[src/rtl/vc_ext_bus_bridge.sv]
// vc_ext_bus_bridge
// Bridges the vc cpu split read/write request bus onto a multiplexed 8-bit
// external bus. Each transfer runs IDLE -> ADDR -> DATA -> DONE -> TURN -> IDLE.
// ADDR sends the byte address MSB first with a one-hot latch strobe per byte.
// DATA moves one byte per phase in ascending byte order. Writes skip bytes
// whose mask bit is clear; reads always fetch every byte.
// Each data phase lasts 1+WAIT_CYCLES cycles.
//
// Optional feature macro: VC_BUS_READY_EN
//   When defined, an ext_ready input exists. Once its wait cycles are used up,
//   a data phase is stretched while ext_ready is low. A read byte is captured
//   on the first cycle of the phase that sees ext_ready high.
module vc_ext_bus_bridge #(
    parameter int RV          = 16,
    parameter int AW          = 16,
    parameter int WAIT_CYCLES = 0,
    localparam int NB         = RV / 8,
    localparam int BI         = $clog2(NB),
    localparam int BIW        = (BI > 0) ? BI : 1,
    localparam int AB         = AW / 8
) (
    input  logic              clk,
    input  logic              rst_n,
    input  logic              ena,
    input  logic [AW-BI-1:0]  raddr,
    input  logic              rreq,
    output logic [RV-1:0]     rdata,
    output logic              rdone,
    input  logic [AW-BI-1:0]  waddr,
    input  logic [NB-1:0]     wmask,
    input  logic [RV-1:0]     wdata,
    output logic              wdone,
    output logic [7:0]        bus_out,
    input  logic [7:0]        bus_in,
    output logic              bus_oe,
    output logic [AB-1:0]     addr_latch,
    output logic [BIW-1:0]    bidx,
    output logic              wr,
    output logic              rd
`ifdef VC_BUS_READY_EN
    ,
    input  logic              ext_ready
`endif
);

    localparam int ABW = (AB > 1) ? $clog2(AB) : 1;
    localparam int WW  = 4;

    localparam logic [2:0] S_IDLE = 3'd0;
    localparam logic [2:0] S_ADDR = 3'd1;
    localparam logic [2:0] S_DATA = 3'd2;
    localparam logic [2:0] S_DONE = 3'd3;
    localparam logic [2:0] S_TURN = 3'd4;

    localparam logic [ABW-1:0] ADDR_LAST = ABW'(AB - 1);
    localparam logic [WW-1:0]  WAIT_LAST = WW'(WAIT_CYCLES);

    // Sequencer state
    logic [2:0]             state_q, state_d;
    logic [ABW-1:0]         acnt_q, acnt_d;
    logic [BIW-1:0]         bidx_q, bidx_d;
    logic [WW-1:0]          wcnt_q, wcnt_d;
    logic                   op_wr_q, op_wr_d;

    // Request captured in IDLE, so later changes by the requester are ignored
    logic [AW-BI-1:0]       addr_q, addr_d;
    logic [RV-1:0]          wdata_q, wdata_d;
    logic [NB-1:0]          wmask_q, wmask_d;

    // Read data assembly register
    logic [NB-1:0][7:0]     rbyte_q, rbyte_d;

    // Helper signals
    logic                   ready;
    logic [NB-1:0]          byte_mask;
    logic                   phase_end;
    logic                   capture;
    logic [BIW:0]           first_hit;
    logic [BIW:0]           next_hit;
    logic [AW-1:0]          addr_full;
    logic [ABW-1:0]         addr_sel;
    logic [7:0]             addr_byte [AB];
    logic [7:0]             wdata_byte [NB];

`ifdef VC_BUS_READY_EN
    assign ready = ext_ready;
`else
    assign ready = 1'b1;
`endif

    // Returns {found, index} of the lowest set bit of m at or above 'from'.
    function automatic logic [BIW:0] find_from(input logic [NB-1:0] m, input int from);
        logic [BIW:0] r;
        r = '0;
        for (int i = NB - 1; i >= 0; i--) begin
            if ((i >= from) && m[i]) begin
                r = {1'b1, BIW'(i)};
            end
        end
        return r;
    endfunction

    // Reads fetch every byte; writes visit only the enabled bytes.
    assign byte_mask = op_wr_q ? wmask_q : {NB{1'b1}};
    assign first_hit = find_from(byte_mask, 0);
    assign next_hit  = find_from(byte_mask, int'(bidx_q) + 1);

    // A data phase ends after its wait cycles once the external side is ready.
    assign phase_end = (state_q == S_DATA) && (wcnt_q == WAIT_LAST) && ready;
    assign capture   = ena && phase_end && !op_wr_q;

    // Word address padded with zero byte-index bits gives the byte address.
    assign addr_full = AW'(addr_q) << BI;
    assign addr_sel  = ADDR_LAST - acnt_q;

    genvar gi;
    generate
        for (gi = 0; gi < AB; gi++) begin : g_addr
            assign addr_byte[gi]  = addr_full[gi*8 +: 8];
            assign addr_latch[gi] = (state_q == S_ADDR) && (addr_sel == ABW'(gi));
        end
        for (gi = 0; gi < NB; gi++) begin : g_wbyte
            assign wdata_byte[gi] = wdata_q[gi*8 +: 8];
        end
    endgenerate

    assign rdata = rbyte_q;

    // Next-state logic: request arbitration, address/data sequencing and wait counting.
    always_comb begin
        state_d = state_q;
        acnt_d  = acnt_q;
        bidx_d  = bidx_q;
        wcnt_d  = wcnt_q;
        op_wr_d = op_wr_q;
        addr_d  = addr_q;
        wdata_d = wdata_q;
        wmask_d = wmask_q;
        if (ena) begin
            case (state_q)
                S_IDLE: begin
                    if (|wmask) begin
                        op_wr_d = 1'b1;
                        addr_d  = waddr;
                        wdata_d = wdata;
                        wmask_d = wmask;
                        acnt_d  = '0;
                        state_d = S_ADDR;
                    end else if (rreq) begin
                        op_wr_d = 1'b0;
                        addr_d  = raddr;
                        acnt_d  = '0;
                        state_d = S_ADDR;
                    end
                end
                S_ADDR: begin
                    if (acnt_q == ADDR_LAST) begin
                        state_d = S_DATA;
                        bidx_d  = first_hit[BIW-1:0];
                        wcnt_d  = '0;
                    end else begin
                        acnt_d = acnt_q + 1'b1;
                    end
                end
                S_DATA: begin
                    if (phase_end) begin
                        if (next_hit[BIW]) begin
                            bidx_d = next_hit[BIW-1:0];
                            wcnt_d = '0;
                        end else begin
                            state_d = S_DONE;
                        end
                    end else if (wcnt_q != WAIT_LAST) begin
                        wcnt_d = wcnt_q + 1'b1;
                    end
                end
                S_DONE:  state_d = S_TURN;
                S_TURN:  state_d = S_IDLE;
                default: state_d = S_IDLE;
            endcase
        end
    end

    // Read byte capture at the closing cycle of each read data phase.
    always_comb begin
        rbyte_d = rbyte_q;
        if (capture) begin
            rbyte_d[bidx_q] = bus_in;
        end
    end

    // State and datapath registers; reset also clears any partially captured read data.
    always_ff @(posedge clk or negedge rst_n) begin
        if (!rst_n) begin
            state_q <= S_IDLE;
            acnt_q  <= '0;
            bidx_q  <= '0;
            wcnt_q  <= '0;
            op_wr_q <= 1'b0;
            addr_q  <= '0;
            wdata_q <= '0;
            wmask_q <= '0;
            rbyte_q <= '0;
        end else begin
            state_q <= state_d;
            acnt_q  <= acnt_d;
            bidx_q  <= bidx_d;
            wcnt_q  <= wcnt_d;
            op_wr_q <= op_wr_d;
            addr_q  <= addr_d;
            wdata_q <= wdata_d;
            wmask_q <= wmask_d;
            rbyte_q <= rbyte_d;
        end
    end

    // Bus output decode from the registered state; IDLE/TURN drive everything low.
    always_comb begin
        bus_out = 8'h00;
        bus_oe  = 1'b0;
        bidx    = '0;
        wr      = 1'b0;
        rd      = 1'b0;
        rdone   = 1'b0;
        wdone   = 1'b0;
        case (state_q)
            S_ADDR: begin
                bus_out = addr_byte[addr_sel];
                bus_oe  = 1'b1;
            end
            S_DATA: begin
                bidx = bidx_q;
                if (op_wr_q) begin
                    bus_out = wdata_byte[bidx_q];
                    bus_oe  = 1'b1;
                    wr      = 1'b1;
                end else begin
                    rd = 1'b1;
                end
            end
            S_DONE: begin
                rdone = !op_wr_q;
                wdone = op_wr_q;
            end
            default: begin
                bus_out = 8'h00;
            end
        endcase
    end

endmodule

[config.mk]
export PLATFORM = sky130hd
export DESIGN_NAME = vc_ext_bus_bridge
export DESIGN_NICKNAME = d
export VERILOG_FILES = /design/src/rtl/vc_ext_bus_bridge.sv
export SDC_FILE = /design/constraint.sdc
export NUM_CORES = 1
export LEC_CHECK = 0
export ABC_CLOCK_PERIOD_IN_PS = 2100
export CAP_MARGIN = 20
export CORE_MARGIN = 4
export CORE_UTILIZATION = 46
export CTS_CLUSTER_DIAMETER = 40
export DETAILED_ROUTE_END_ITERATION = 8
export PLACE_DENSITY = 0.8
export SYNTH_ARGS = -nofsm -noshare
export SYNTH_HDL_FRONTEND = slang
export SYNTH_SLANG_ARGS = --single-unit
[constraint.sdc]
create_clock -name clk -period 2.1 [get_ports clk]
set_clock_uncertainty 0.05 [all_clocks]
set_input_delay 0.63 -clock clk [delete_from_list [all_inputs] [get_ports clk]]
set_output_delay 0.63 -clock clk [all_outputs]
set_load 0.02 [all_outputs]
==> out/qor.csv <==
metric,value,unit
ys_ff_latch,59,
first_iter_violations,62,
io_buffers,91,
syn_to_final_growth,54.9,%
wl,6.89,mm
place_inst,424,
die_x,87.1,um
cts_tree,done,
switching_share,37.5,%
fin_ws,-200,ps
yosys_warnings,0,
violations,negative setup slack,
ys.flop_type,dfrtp_1,
post-route-period-util,110,%
dr_total_vias,2314,
die_area,7580,um2
worst_pin_slew,402,ps
synth_top_area_cell,dfrtp_1,
synth_area_leaders,"dfrtp_1 51%, mux2_2 13%, mux2i_1 10%",
syn_avg_cell_area,11.7,um2
grt_pass1_vias,2518,
nets,428,
viasPerCell,5.20,
cts_buffers,9,
fmax,435,MHz
grt_remaining_overflow,0,
cts_hold_buf,0,
path_cells,nor3b_4 > nand2_4 > buf_12 > o22ai_2 > buf_6,
stdcell_count,445,
path_buf_inv,2,
crit_fanout,4,
die_h,87.1,um
fin_util,74.4,%
ctsRootBufferMaster,clkbuf_8,
remaining_drc_errors,0,
antenna_found_initial,0,
cts.clk_slew.worst_paths,70,ps
stdcell_area,4460,um2
hpwl,5.17,mm
drive_gt1_share,34.1,%
syn_nets,307,
final.min_clock_period,2300,ps
powerDensity,1320,nW/um2
synth-edff-count,0,
cp_slowest_cell,dfrtp_2,
placed_area,4140,um2
ys_top_cells_by_count,"59 x dfrtp_1, 33 x mux2_2, 31 x nand2_1",
relSlewSlack,72.5,%
cts_max_path_buffers,2,
worstSetupPathType,reg2out,
drt-pass1-iter-count,4,
clk_latency,330,ps
synth_area,2880,um2
antenna_left,0,
async_reset_ff_share,100,%
io_pins,92,
worstPathArrival,1620,ps
crit_family,flip-flops,
dpl_worst_slack,-339,ps
drv_cap,0,
num_rows,28,
setup_viol,13,
critPathCaptureType,output pin,
power.internal,0.00368,W
yosysSeqAreaShare,51.3,%
p_clk_share,14.4,%
initial_core_util,48.0,%
synth_most_common_cell,dfrtp_1,
core,5990,um2
grt_pass1_wl,11.4,mm
synth_cell_types,38,
p_leak,1.99,nW
cp_slowest_stage_delay,430,ps
clock-sinks,59,
vdd_drop_max,0.909,mV
timing.final.max_slew_violations,0,
p_sw,0.00221,W
gp_congestion,0.877,
grt_use_total,19.1,%
p_comb_share,52.6,%
antennaDiodeCount,0,
synthCells,245,
status,finished with violations,
grt_max_degree,60,
rsz0062_at_grt,yes,
cp.required,1420,ps
holdCritPathClass,in2async,
hold_viol,0,
power.share.sequential,33.0,%
wire_per_inst,15.5,um
synth_top_area_share,51.3,%
start_kind,flop,
cts_max_level,3,
layout by cell type (no fill, tap or decap), types with 5 or more instances in the layout:
cell type / Yosys / routed
buf_6: 0 / 17
buf_12: 0 / 7
nand3_1: 6 / 6
nand2b_1: 5 / 5
mux2_2: 33 / 33
clkbuf_8: 0 / 9
buf_4: 1 / 21
clkdlybuf4s50_1: 0 / 74
mux2i_1: 30 / 30
nand2_1: 31 / 28
dfrtp_1: 59 / 57
o21ai_0: 20 / 19
kinds of logic (layout without fill, tap and decap cells):
kind of cell / Yosys count / count (layout) / share of synthesized area [%]
AO/OA/AOI/OAI: 38 / 38 / 8.05
adder cells (fa/ha/maj): 2 / 2 / 0.870
flip-flops: 59 / 59 / 51.3
buffers and inverters: 16 / 141 / 2.48
AND/OR/NAND/NOR: 67 / 67 / 13.9
multiplexers: 63 / 63 / 23.4
final timing paths:
path                       startpoint         end  slack [ps]  cells past startpoint
hold reg to reg            addr_q[14]  addr_q[14]         440                      2
setup reg to reg           state_q[2]    rdata[6]          40                      7
min in group clk           addr_q[14]  addr_q[14]         440                      2
max in group asynchronous       rst_n  state_q[0]        1470                      2
hold / removal                  rst_n   wcnt_q[3]         250                      2
setup / recovery           state_q[2]  bus_out[7]        -200                      5
layer usage:
layer	global-route usage [%]	vias to the layer above	wire [um]
li1	-	1122	-
met1	23.5	1101	2840
met2	32.4	84	3470
met3	5.77	7	519
met4	5.52	0	59
met5	0	-	0
per-stage QoR:
| stage | power (W) | hold WS (ps) | setup TNS (ps) |
|---|---|---|---|
| 5_1_grt | 0.00627 | 277 | -2910 |
| 6_report | 0.00589 | 250 | -1910 |
| 3_3_place_gp | 0.00472 | 409 | -5490 |
| 4_1_cts | 0.00584 | 259 | -1820 |
| 3_5_place_dp | 0.00479 | 421 | -5790 |
| 2_1_floorplan | 0.00359 | 284 | -107 |
what timing repair did:
action                                  CTS  global route
pin swaps                                 5             5
endpoints found under the setup margin   16            16
buffers inserted                          4             5
gates resized for setup                  98            18
flip-flops by register name, indices dropped and copies added, names as in the netlist:
signal   cells
acnt_q       1
addr_q      15
bidx_q       1
op_wr_q      1
rdata       16
state_q      3
wcnt_q       4
wdata_q     16
wmask_q      2
worst register-to-register path, stage by stage (launching register included):
cell and delay (ps):
dfrtp_2 430, buf_4 150, buf_8 130, nor4b_4 310, buf_4 180, nand3_2 90, nor2_4 230, mux2_2 370
power by group through the flow:
stage | sequential, W | clock [W] | combinational, W
final | 0.00194 | 0.000851 | 0.00310
after CTS | 0.00194 | 0.000876 | 0.00303
after floorplan | 0.00203 | 0 | 0.00156
after detailed placement | 0.00195 | 0 | 0.00284
after global placement | 0.00192 | 0 | 0.00281
after global routing | 0.00201 | 0.000923 | 0.00334
cell type report:
cell class	instances	area [um2]
Clock inverter	5	31.3
Fill cell	387	1530
Sequential cell	59	1480
Tap cell	75	93.8
Inverter	4	20.0
Multi-Input combinational cell	170	1450
Timing Repair Buffer	122	1250
Clock buffer	10	128
Power figures use the tool's default switching activity.
